## src/rtl/regfile_write_arbiter.sv

```systemverilog
// regfile_write_arbiter
//
// Shares the single register-file write port between two writeback
// requesters: A (ALU writeback) and B (load writeback). Each requester has a
// one-entry holding buffer behind a valid/ready handshake. A round-robin
// arbiter drains the buffers into a registered write stage that drives the
// register file. The block also reports pending-write hazards to decode.
//
// Handshake (both requesters): a transfer happens on a rising edge of Clk
// when X_Valid && X_Ready. X_Ready depends only on internal state (never on
// X_Valid): it is high when buffer X is empty, or when buffer X is being
// drained by the arbiter this cycle (same-cycle refill). X_Valid may be
// dropped at any time; nothing is transferred unless X_Ready was high.
//
// Ports
//   Clk, Rst_n                    clock (rising edge), async active-low reset
//   A_Valid/A_Ready/A_Reg/A_Data  requester A handshake and payload
//   B_Valid/B_Ready/B_Reg/B_Data  requester B handshake and payload
//   RegWrite/WriteRegister/WriteData  registered register-file write port
//   QueryReg1/QueryReg2           decode source registers
//   Hazard1/Hazard2               query register has an uncommitted write
//   WriteCount                    RegWrite pulses issued since reset (wraps)

module regfile_write_arbiter #(
  parameter int DATA_W = 32,
  parameter int ADDR_W = 5,
  parameter int CNT_W  = 32
) (
  input  logic              Clk,
  input  logic              Rst_n,
  input  logic              A_Valid,
  output logic              A_Ready,
  input  logic [ADDR_W-1:0] A_Reg,
  input  logic [DATA_W-1:0] A_Data,
  input  logic              B_Valid,
  output logic              B_Ready,
  input  logic [ADDR_W-1:0] B_Reg,
  input  logic [DATA_W-1:0] B_Data,
  output logic              RegWrite,
  output logic [ADDR_W-1:0] WriteRegister,
  output logic [DATA_W-1:0] WriteData,
  input  logic [ADDR_W-1:0] QueryReg1,
  input  logic [ADDR_W-1:0] QueryReg2,
  output logic              Hazard1,
  output logic              Hazard2,
  output logic [CNT_W-1:0]  WriteCount
);

  // Holding buffers
  logic              r_a_full;
  logic [ADDR_W-1:0] r_a_reg;
  logic [DATA_W-1:0] r_a_data;
  logic              r_b_full;
  logic [ADDR_W-1:0] r_b_reg;
  logic [DATA_W-1:0] r_b_data;

  // Arbiter history: 1 when B received the most recent grant
  logic              r_last_b;

  // Write stage
  logic              r_reg_write;
  logic [ADDR_W-1:0] r_write_reg;
  logic [DATA_W-1:0] r_write_data;
  logic [CNT_W-1:0]  r_write_count;

  logic w_same_reg;
  logic w_grant_a;
  logic w_grant_b;
  logic w_grant;
  logic w_a_take;
  logic w_b_take;

  assign w_same_reg = (r_a_reg == r_b_reg);

  // A wins when it is alone, when B had the previous grant, or when both
  // target the same register (A holds the older instruction, so B's value
  // must land last).
  assign w_grant_a = r_a_full && (!r_b_full || w_same_reg || r_last_b);
  assign w_grant_b = r_b_full && !w_grant_a;
  assign w_grant   = w_grant_a || w_grant_b;

  assign A_Ready = !r_a_full || w_grant_a;
  assign B_Ready = !r_b_full || w_grant_b;

  // Writes to register 0 complete the handshake but are never buffered.
  assign w_a_take = A_Valid && A_Ready && (A_Reg != '0);
  assign w_b_take = B_Valid && B_Ready && (B_Reg != '0);

  assign Hazard1 = (QueryReg1 != '0) &&
                   ((r_a_full && (r_a_reg == QueryReg1)) ||
                    (r_b_full && (r_b_reg == QueryReg1)) ||
                    (r_reg_write && (r_write_reg == QueryReg1)));

  assign Hazard2 = (QueryReg2 != '0) &&
                   ((r_a_full && (r_a_reg == QueryReg2)) ||
                    (r_b_full && (r_b_reg == QueryReg2)) ||
                    (r_reg_write && (r_write_reg == QueryReg2)));

  assign RegWrite      = r_reg_write;
  assign WriteRegister = r_write_reg;
  assign WriteData     = r_write_data;
  assign WriteCount    = r_write_count;

  always_ff @(posedge Clk or negedge Rst_n) begin
    if (!Rst_n) begin
      r_a_full      <= 1'b0;
      r_a_reg       <= '0;
      r_a_data      <= '0;
      r_b_full      <= 1'b0;
      r_b_reg       <= '0;
      r_b_data      <= '0;
      r_last_b      <= 1'b1;
      r_reg_write   <= 1'b0;
      r_write_reg   <= '0;
      r_write_data  <= '0;
      r_write_count <= '0;
    end else begin
      // A refill takes priority over the drain of the same buffer.
      if (w_a_take) begin
        r_a_full <= 1'b1;
        r_a_reg  <= A_Reg;
        r_a_data <= A_Data;
      end else if (w_grant_a) begin
        r_a_full <= 1'b0;
      end

      if (w_b_take) begin
        r_b_full <= 1'b1;
        r_b_reg  <= B_Reg;
        r_b_data <= B_Data;
      end else if (w_grant_b) begin
        r_b_full <= 1'b0;
      end

      if (w_grant) begin
        r_reg_write   <= 1'b1;
        r_write_reg   <= w_grant_a ? r_a_reg  : r_b_reg;
        r_write_data  <= w_grant_a ? r_a_data : r_b_data;
        r_write_count <= r_write_count + CNT_W'(1);
        r_last_b      <= w_grant_b;
      end else begin
        // Index and data hold their last values while idle.
        r_reg_write <= 1'b0;
      end
    end
  end

endmodule

```

## config.mk

```make
export PLATFORM = sky130hd
export DESIGN_NAME = regfile_write_arbiter
export DESIGN_NICKNAME = d
export VERILOG_FILES = /design/src/rtl/regfile_write_arbiter.sv
export SDC_FILE = /design/constraint.sdc
export NUM_CORES = 1
export LEC_CHECK = 0
export CAP_MARGIN = 20
export CORE_ASPECT_RATIO = 1.2
export CORE_UTILIZATION = 30
export CTS_CLUSTER_SIZE = 28
export DETAILED_ROUTE_END_ITERATION = 10
export PLACE_DENSITY = 0.49
export SLEW_MARGIN = 20
export SYNTH_ARGS = -nofsm -noshare
export SYNTH_HDL_FRONTEND = slang
export SYNTH_SLANG_ARGS = --single-unit
export TNS_END_PERCENT = 5
```

## constraint.sdc

```tcl
create_clock -name Clk -period 2.2 [get_ports Clk]
set_input_delay 0.55 -clock Clk [delete_from_list [all_inputs] [get_ports Clk]]
set_output_delay 0.55 -clock Clk [all_outputs]
set_load 0.1 [all_outputs]
```

==> metrics.md, run 1 <==
| Metric | Value |
|---|---|
| Hpwl dp | roughly 14 mm |
| Relative slew slack | between 60% and 70% |
| Pre-antenna DRT Iters | 4 |
| Compound-Gate Fraction of Synth Area | 12.0% |
| DRT iter0 DRCs | 216 |
| Synth Area in XOR/XNOR | 8.29% |
| Final Critical Period | between 2 and 3 ns |
| Critical Path Max Stage Delay | approximately 0.27 ns |
| Routed vias | 5,103 |
| Most common cell after layout, fill and taps aside | dfrtp_1 |
| First-pass GRT wire length | slightly above 30 mm |
| Rows | 61 |
| Slowest CP cell | nor4_1 |
| Kind of critical path | in2out |
| FMAX | 0.398 GHz |
| YS warnings | 0 |
| CTS max path bufs | 2 |
| NumNets Final | roughly 810 |
| Synth Cell Area | approximately 7000 sq um |
| Clk slew on worst S/H paths | ~0.060 ns |
| Total GRT Usage | between 15 and 20% |
| Antenna violations before repair | 0 |
| Pwr per Cell Area | ~1500 nW/um^2 |
| Unrepaired setup endpoints after global routing | true |
| Max cap viols | 0 |
| Hold buffers post-CTS | 0 |
| WP buf/inv | 3 |
| Cells after Synth | 528 |
| Seq/Total Area, Yosys | 52.1% |
| Placement Cell Area | between 9000 and 10,000 sq um |
| Clock share of power | about a fifth |
| ANT nets after route | 0 |
| Final Util | roughly 43% |
| Critical-path cell list | clkdlybuf4s15_1, buf_4, xor2_1, nor4_1, nand3_1, a21oi_4, buf_12 |
| Clock skew | about 0.011 ns |
| Hold Path Class | in2async |
| Placer Congestion | 0.851 |
| Failing checks | negative setup slack |
| Psw | approximately 6700 uW |
| Post-route cell area | approximately 10000 sq um |
| Main combinational cell family by area after synthesis | multiplexers |
| Commonest non-fill, non-tap cells in the layout | dfrtp_1 (132), buf_4 (108), clkdlybuf4s50_1 (77) |
| IO Port Bufs | 161 |
| Initial Util | just over 30% |
| Worst reg2reg startpoint | r_b_reg[2] |
| Die Width | approximately 140 um |
| Register bit total from synthesis | 147 |
| Worst setup SP type | input pin |
| Largest delay share family, worst path | buffers and inverters |
| CTS Sinks | ~150 |
| Crit end category | primary output |
| WL per Instance | around 19 um |
| DIE AREA | around 24,000 sq um |
| Routed wire length | around 20 mm |
| Internal power | 7910 uW |
| I/O Pins | 162 |
| Fill cells | ~2,100 |
| Worst EP arrival | between 1.5 and 2 ns |
| Pin count of the biggest net entering global routing | between 50 and 60 |
| Run status | complete, but fails checks |
| Syn-to-layout area delta | 41.0% |
| ANT cells | 0 |
| CTS tree | yes |
| Number of global-route vias before repair | 5,530 |
| Final worst-path cycle share | 114% |
| Multi-input logic area | between 3000 and 4000 sq um |
| Worst-margin pin slew | 0.550 ns |
| Synth area leader | dfrtp_1 |
| Worst hold slack | 0.0867 ns |
| Grt total ovfl | 0 |
| Post-Synth Adder-Cell Area | 0.177% |
| Worst R2R End | r_a_data[3] |
| Sequential Area | approximately 3700 sq um |
| Most area-consuming cells after synthesis | dfrtp_1 (52%), mux2_4 (13%), o221a_2 (5.9%) |
| Syn Area/Cell | ~13 sq um |
| Post-synth net total | roughly 620 |
| H-Tree Depth | 4 |
| Via density | between 4 and 5 |
| Final setup fails | 4 |
| Flop pwr share | a little under 30% |
| Post-synthesis mux area share | 14.9% |
| Root Buffer | clkbuf_16 |
| Yosys top cell area share | between 50% and 60% |
| Core Region | around 23,000 sq um |
| Layout cells sized above 1 | about two fifths |
| Setup WS pre-CTS | -0.554 ns |
| DRC Markers | 0 |
| CTS buffer count | 17 |
| Switching Fraction | a little under half |
| Final Hold Vio Count | 0 |
| Leak | approximately 0.0044 uW |
| Slew Viols, Final | 0 |
| Worst Path Max Fanout | 4 |
| Netlist cell types | 38 |
| Synth Area in Simple Gates | 9.23% |
| Internal reg-to-reg setup slack | 0.08 ns |
| Critical Path RT | roughly 1.7 ns |
| Clk_lat worst skew | approximately 0.42 ns |
| Die height | roughly 170 um |
| Final Worst Setup Slack | -0.315 ns |
| Comb pwr share | roughly half |
| FF-to-FF path depth | 7 |
| VDD IR max | about 0.84 mV |
## what timing repair did
action / 4_1_cts / 5_1_grt
buffers inserted: 7 / 4
pin swaps: 14 / 5
endpoints found under the hold margin: 0 / 0
endpoints found under the setup margin: 4 / 33
gates resized for setup: 25 / 9
gates cloned: 0 / 0
## worst register-to-register path: stages (launching register included)
cell and delay, ns:
dfrtp_2 0.45, buf_6 0.15, xnor2_4 0.15, nand3_4 0.10
o2111ai_4 0.23, nor2b_4 0.36, buf_12 0.21, mux2_2 0.35
## worst max path at each step
stage          cells past startpoint             start      end
5_1_grt                            5        r_a_reg[2]  Hazard1
3_3_place_gp                       7      QueryReg1[3]  Hazard1
3_5_place_dp                       7      QueryReg1[3]  Hazard1
6_report                           7      QueryReg1[4]  Hazard1
4_1_cts                            5        r_a_reg[2]  Hazard1
2_1_floorplan                      4  WriteRegister[0]  Hazard1
## per-stage QoR
step,setup TNS [ns],instances,power [uW]
finish,-0.958,1050,14600
detailed placement,-25.41,1008,11400
CTS,-1.10,1046,14600
global placement,-24.46,1008,11300
floorplan,-3.05,528,9440
global route,-1.39,1050,15200
## kinds of logic after synthesis
kind of cell	Yosys count
flip-flops	147
AND/OR/NAND/NOR	113
AO/OA/AOI/OAI	87
multiplexers	74
XOR/XNOR	66
buffers and inverters	40
adder cells (fa/ha/maj)	1
## cell usage after synthesis
cell,instances
nand3_1,16
or2_2,1
dfstp_2,1
buf_2,10
inv_1,5
nor2_1,7
mux2_4,59
o211ai_1,1
o2111ai_2,1
xor2_1,32
and2_1,39
nor4_1,7
nand4_1,9
a21oi_1,2
mux2_2,15
a31oi_1,2
nor2b_1,1
o21ai_1,2
nand3_2,1
buf_8,2
xnor2_1,33
nand2_1,15
buf_6,6
a211o_1,37
a31oi_4,1
o21ai_2,2
nor4_2,2
xnor2_2,1
o21ai_0,1
clkbuf_1,17
nand2b_1,1
nor3_1,1
o221a_2,37
dfrtp_1,146
a22oi_1,1
and3_1,9
ha_1,1
or4_1,4
## layer usage
metal | vias to the layer above | track usage, % | share of wire (%)
li1 | 2312 | - | -
met1 | 2615 | 20.8 | 43
met2 | 153 | 28.2 | 49
met3 | 23 | 4.70 | 6.2
met4 | 0 | 6.17 | 1.8
met5 | - | 0 | 0
## power by group through the flow
| stage | Clock [uW] | Sequential, uW | Combinational, uW |
|---|---|---|---|
| after global routing | 3260 | 4470 | 7460 |
| after detailed placement | 0 | 4370 | 6980 |
| final | 3100 | 4350 | 7120 |
| after floorplan | 0 | 7070 | 2370 |
| after global placement | 0 | 4360 | 6910 |
| after CTS | 3170 | 4350 | 7070 |
## final cells by class
class                           count  area share, %
Clock inverter                     11           1.78
Tap cell                          315           3.96
Sequential cell                   147           37.1
Multi-Input combinational cell    341           32.7
Timing Repair Buffer              211           19.7
Clock buffer                       20           4.49
Inverter                            5          0.188
Note: power is estimated with default switching activity, not from simulation.
==> run 2: changes to the inputs <==
--- a/config.mk
+++ b/config.mk
@@ -7,10 +7,11 @@
 export LEC_CHECK = 0
 export CAP_MARGIN = 20
 export CORE_ASPECT_RATIO = 1.2
-export CORE_UTILIZATION = 30
+export CORE_UTILIZATION = 51
 export CTS_CLUSTER_SIZE = 28
 export DETAILED_ROUTE_END_ITERATION = 10
-export PLACE_DENSITY = 0.49
+export MAX_ROUTING_LAYER = met4
+export PLACE_DENSITY = 0.78
 export SLEW_MARGIN = 20
 export SYNTH_ARGS = -nofsm -noshare
 export SYNTH_HDL_FRONTEND = slang
==> metrics.md, run 2 (synthesis results as in run 1) <==
| Metric | Value |
|---|---|
| Routed vias | 5,141 (+0.74%) |
| Root Buffer | clkbuf_16 |
| VDD IR max | 1.29 mV (+54%) |
| CTS buffer count | 17 (unchanged) |
| Placed cells | 862 (-14%) |
| First-pass GRT wire length | 28.0 mm (-10%) |
| Worst-margin pin slew | 0.619 ns (+0.0682 ns) |
| Multi-input logic area | 3280 sq um (+0.54%) |
| FMAX | 0.399 GHz (+0.31%) |
| Crit end category | primary output |
| H-Tree Depth | 4 (unchanged) |
| Max cap viols | 0 (unchanged) |
| Total GRT Usage | 27.0% (+10 points) |
| Number of global-route vias before repair | 5,500 (-0.54%) |
| Pre-antenna DRT Iters | 4 (unchanged) |
| Syn-to-layout area delta | 37.3% |
| ANT cells | 0 (unchanged) |
| Non-filler cells, final | 904 (-14%) |
| Unrepaired setup endpoints after global routing | true |
| Final Critical Period | 2.51 ns (-0.00774 ns) |
| Commonest non-fill, non-tap cells in the layout | dfrtp_1 (133), buf_4 (110), clkdlybuf4s50_1 (77) |
| NumNets Final | 812 (unchanged) |
| Clk_lat worst skew | 0.42 ns (about the same) |
| DIE AREA | 14,300 sq um (-41%) |
| Core Region | 13,400 sq um (-42%) |
| Hpwl dp | 12.2 mm (-9.9%) |
| ANT nets after route | 0 (unchanged) |
| Initial Util | 52.9% (+22 points) |
| WP buf/inv | 2 (-1) |
| CTS max path bufs | 2 (unchanged) |
| Fill cells | 920 (-57%) |
| Run status | complete, but fails checks |
| Routed wire length | 17.9 mm (-10%) |
| Critical-path cell list | clkdlybuf4s15_1, xor2_1, nor4_1, and3_1, a31oi_2, a21oi_4, buf_12 |
| Largest delay share family, worst path | simple AND/OR/NAND/NOR gates |
| Kind of critical path | in2out |
| CTS Sinks | 147 (unchanged) |
| Clock skew | 0.00626 ns (-0.00470 ns) |
| Worst EP arrival | 1.96 ns (about the same) |
| Relative slew slack | 58.6% (-4.7 points) |
| Clk slew on worst S/H paths | 0.06 ns (about the same) |
| Final worst-path cycle share | 114% (-0.35 points) |
| Via density | 5.69 (+17%) |
| Most common cell after layout, fill and taps aside | dfrtp_1 |
| CTS tree | yes |
| Final Hold Vio Count | 0 (unchanged) |
| Hold Path Class | in2async |
| Worst Path Max Fanout | 4 (unchanged) |
| WL per Instance | 19.8 um (+4.4%) |
| Tot Pwr | 14,100 uW (-3.5%) |
| Worst setup SP type | input pin |
| DRT iter0 DRCs | 317 (+47%) |
| Placer Congestion | 0.823 (-3.3%) |
| Grt total ovfl | 0 (unchanged) |
| Critical Path RT | 1.65 ns (about the same) |
| Slowest CP cell | nor4_1 |
| Final Worst Setup Slack | -0.308 ns (+0.00774 ns) |
| Rows | 46 (-25%) |
| Critical Path Max Stage Delay | 0.28 ns (about the same) |
| Leak | 0.00437 uW (-0.76%) |
| Slew Viols, Final | 0 (unchanged) |
| Die Width | 109 um (-23%) |
| Die height | 131 um (-23%) |
| IO Port Bufs | 161 (unchanged) |
| Final setup fails | 4 (unchanged) |
| Failing checks | negative setup slack |
| Pin count of the biggest net entering global routing | 59 (+9.3%) |
| I/O Pins | 162 (unchanged) |
| Pwr per Cell Area | 1450 nW/um^2 (-0.94%) |
| Layout cells sized above 1 | 41.4% (+0.62 points) |
| DRC Markers | 0 (unchanged) |
| Sequential Area | 3700 sq um (about the same) |
| Antenna violations before repair | 0 (unchanged) |
==> run 2: path summary, 6_finish.rpt <==
check	from	endpoint	slack, ns	cells after the start
min in group Clk	WriteCount[13]	WriteCount[13]	0.49	1
worst max register to register	r_b_reg[3]	WriteData[7]	0.13	7
worst min register to register	WriteCount[13]	WriteCount[13]	0.49	1
max in group asynchronous	Rst_n	r_a_data[7]	1.44	2
worst min-delay path	Rst_n	WriteCount[19]	0.09	1
worst max-delay path	QueryReg1[2]	Hazard1	-0.31	7
==> run 2: timing repair <==
action / 4_1_cts / 5_1_grt
gates cloned: 0 / 0
pin swaps: 32 / 14
hold buffers: 0 / 0
endpoints found under the setup margin: 41 / 4
setup buffers: 2 / 7
gates resized for setup: 24 / 12
==> run 2: final cells by class <==
cell class | count | share of cell area [%]
clock buffer | 20 | 4.71
clock inverter | 12 | 0.852
inverter | 5 | 0.194
multi-input combinational | 341 | 33.8
sequential | 147 | 38.1
tap | 168 | 2.17
timing repair buffer | 211 | 20.2
==> run 2: power breakdown <==
| group | leakage [uW] | switching (uW) | internal [uW] |
|---|---|---|---|
| logic | 0.00236 | 4680 | 2410 |
| registers | 0.00175 | 790 | 3540 |
| clock network | 0.000262 | 1130 | 1500 |
| total | 0.00437 | 6610 | 7450 |
==> run 2: metal layers <==
metal  global-route usage (%)  part of all wire [%]  vias to the layer above
li1                         -                     -                     2313
met1                     32.4                    42                     2620
met2                     43.4                    50                      175
met3                     7.24                   6.9                       33
met4                     10.6                   1.8                        0
met5                        -                     0                        -
==> run 2: stage by stage <==
step / area (sq um) / setup slack (ns) / setup TNS [ns] / util, % / hold WS, ns
5_1_grt: 9700 / -0.347 / -1.18 / 72.6 / 0.128
3_3_place_gp: 8980 / -0.451 / -22.44 / 67.3 / 0.466
6_report: 9700 / -0.308 / -0.915 / 72.6 / 0.0928
3_5_place_dp: 8980 / -0.544 / -23.78 / 67.3 / 0.485
4_1_cts: 9550 / -0.306 / -1.12 / 71.6 / 0.111
2_1_floorplan: 7090 / -0.324 / -3.05 / - / 0.254
==> run 3: changes to the inputs <==
--- a/config.mk
+++ b/config.mk
@@ -12,6 +12,7 @@
 export DETAILED_ROUTE_END_ITERATION = 10
 export MAX_ROUTING_LAYER = met4
 export PLACE_DENSITY = 0.78
+export SETUP_SLACK_MARGIN = 0.2
 export SLEW_MARGIN = 20
 export SYNTH_ARGS = -nofsm -noshare
 export SYNTH_HDL_FRONTEND = slang
==> metrics.md, run 3 (synthesis results as in run 1) <==
| Metric | Value |
|---|---|
| Crit end category | primary output |
| Pin count of the biggest net entering global routing | 51 (-14%) |
| WP buf/inv | 1 (-1) |
| WL per Instance | 20.6 um (+3.9%) |
| Worst R2R End | r_b_data[20] |
| Final Hold Vio Count | 0 (unchanged) |
| Placer Congestion | 0.873 (+6.0%) |
| Clock skew | 0.00581 ns (-0.000451 ns) |
| Pwr per Cell Area | 1450 nW/um^2 (about the same) |
| Internal reg-to-reg setup slack | 0.02 ns (-0.11 ns) |
| Tot Pwr | 14,200 uW (+0.79%) |
| FMAX | 0.397 GHz (-0.35%) |
| Clk_lat worst skew | 0.42 ns (about the same) |
| Root Buffer | clkbuf_16 |
| DRT iter0 DRCs | 276 (-13%) |
| Rows | 46 (unchanged) |
| DRC Markers | 0 (unchanged) |
| Critical Path Max Stage Delay | 0.46 ns (+0.18 ns) |
| Worst setup SP type | flop |
| Placement Cell Area | 8930 sq um (-0.59%) |
| Total GRT Usage | 27.9% (+0.90 points) |
| Die Width | 109 um (unchanged) |
| Met2 Wirelength | 9.24 mm (+4.1%) |
| Slowest CP cell | dfrtp_2 |
| Hpwl dp | 11.7 mm (-4.0%) |
| Initial Util | 52.9% (unchanged) |
| Critical Path RT | 1.65 ns (about the same) |
| IO Port Bufs | 161 (unchanged) |
| Failing checks | negative setup slack |
| Worst EP arrival | 1.97 ns (about the same) |
| Antenna violations before repair | 0 (unchanged) |
| Slew Viols, Final | 0 (unchanged) |
| Hold Path Class | in2async |
| FF-to-FF path depth | 10 (+3) |
| Final worst-path cycle share | 114% (+0.41 points) |
| Grt total ovfl | 0 (unchanged) |
| H-Tree Depth | 4 (unchanged) |
| Run status | complete, but fails checks |
| Pre-antenna DRT Iters | 4 (unchanged) |
| Post-route cell area | 9770 sq um (+0.77%) |
| Routed wire length | 18.5 mm (+3.6%) |
| Unrepaired setup endpoints after global routing | true |
| Met1 WL | 7.81 mm (+4.9%) |
| Met3 WL | 1.23 mm (-0.32%) |
| Final Worst Setup Slack | -0.316 ns (-0.00893 ns) |
| I/O Pins | 162 (unchanged) |
| CTS tree | yes |
| Largest delay share family, worst path | simple AND/OR/NAND/NOR gates |
| DIE AREA | 14,300 sq um (unchanged) |
| ANT cells | 0 (unchanged) |
| Leak | 0.00442 uW (+1.1%) |
| Critical-path cell list | xor2_1, nor4_1, nand3_1, a21oi_4, buf_12 |
| Final Critical Period | 2.52 ns (+0.00893 ns) |
| Syn-to-layout area delta | 38.4% |
| CTS Sinks | 147 (unchanged) |
| CTS max path bufs | 2 (unchanged) |
| Worst Path Max Fanout | 3 (-1) |
| Layout cells sized above 1 | 41.2% (-0.24 points) |
| Commonest non-fill, non-tap cells in the layout | dfrtp_1 (128), buf_4 (102), clkdlybuf4s50_1 (71) |
| Routed vias | 5,225 (+1.6%) |
| Worst-margin pin slew | 0.685 ns (+0.0661 ns) |
| Clk slew on worst S/H paths | 0.06 ns (about the same) |
| Uppermost layer routed | met4 |
| ANT nets after route | 0 (unchanged) |
| Kind of critical path | reg2out |
| NumNets Final | 810 (-0.25%) |
| Non-filler cells, final | 901 (-0.33%) |
| Most common cell after layout, fill and taps aside | dfrtp_1 |
| Number of global-route vias before repair | 5,609 (+2.0%) |
| Worst reg2reg startpoint | r_a_reg[2] |
| Die height | 131 um (unchanged) |
| Fin Setup TNS | -1.04 ns (-0.121 ns) |
| Placed cells | 857 (-0.58%) |
| Relative slew slack | 54.2% (-4.4 points) |
| Final setup fails | 4 (unchanged) |
| VDD IR max | 1.27 mV (-1.4%) |
| Core Region | 13,400 sq um (unchanged) |
| CTS buffer count | 17 (unchanged) |
| Via density | 5.80 (+2.0%) |
| First-pass GRT wire length | 29.0 mm (+3.9%) |
| Max cap viols | 0 (unchanged) |
## run 3: changes by cell type in the layout (fill, tap and decap cells not counted), moves of 5 or more
cell and delta:
buf_4 -8, dlygate4sd2_1 +8, mux2_4 +7, mux2_2 -7
dfrtp_1 -5, clkdlybuf4s50_1 -6
## run 3: metrics by stage
| step | setup WS, ns | hold slack [ns] | util (%) |
|---|---|---|---|
| 6_report | -0.316 | 0.0685 | 73.2 |
| 5_1_grt | -0.379 | 0.105 | 73.2 |
| 4_1_cts | -0.338 | 0.0744 | 72.1 |
| 3_5_place_dp | -0.515 | 0.491 | 66.9 |
| 3_3_place_gp | -0.423 | 0.473 | 66.9 |
| 2_1_floorplan | -0.218 | 0.254 | - |
## run 3: area by class of cell
cell class	instances	area, sq um
clock buffer	25	485
clock inverter	6	32.5
fill	876	3580
inverter	5	18.8
multi-input combinational	342	3330
sequential	147	3710
tap	168	210
timing repair buffer	208	1980
## run 3: repair_timing
item                                    in CTS  in global routing
hold endpoints to repair                     0                  0
gates resized for setup                     49                  7
endpoints found under the setup margin     114                120
hold buffers                                 0                  0
pin swaps                                   15                 12
cloned                                       1                  2
setup buffers                                6                  4
## run 3: where the power goes
part / switching (uW) / internal [uW] / leakage [uW]
clock: 1040 / 1510 / 0.000257
combinational: 4750 / 2490 / 0.00242
sequential: 821 / 3560 / 0.00174
## run 3: worst max path at each step
stage                     endpoint  slack [ns]  cells past startpoint        startpoint
after floorplan            Hazard2       -0.22                      5  WriteRegister[1]
after global placement     Hazard1       -0.42                      7      QueryReg1[1]
after detailed placement   Hazard1       -0.51                      7      QueryReg1[3]
after CTS                  Hazard1       -0.34                      6  WriteRegister[3]
after global routing       Hazard2       -0.38                      6  WriteRegister[3]
final                      Hazard1       -0.32                      5        r_a_reg[3]
## run 3: routing by layer
layer	global-route usage, %	vias to the layer above
met5	-	-
met4	10.1	0
met1	32.5	2718
li1	-	2323
met2	46.1	162
met3	7.69	22
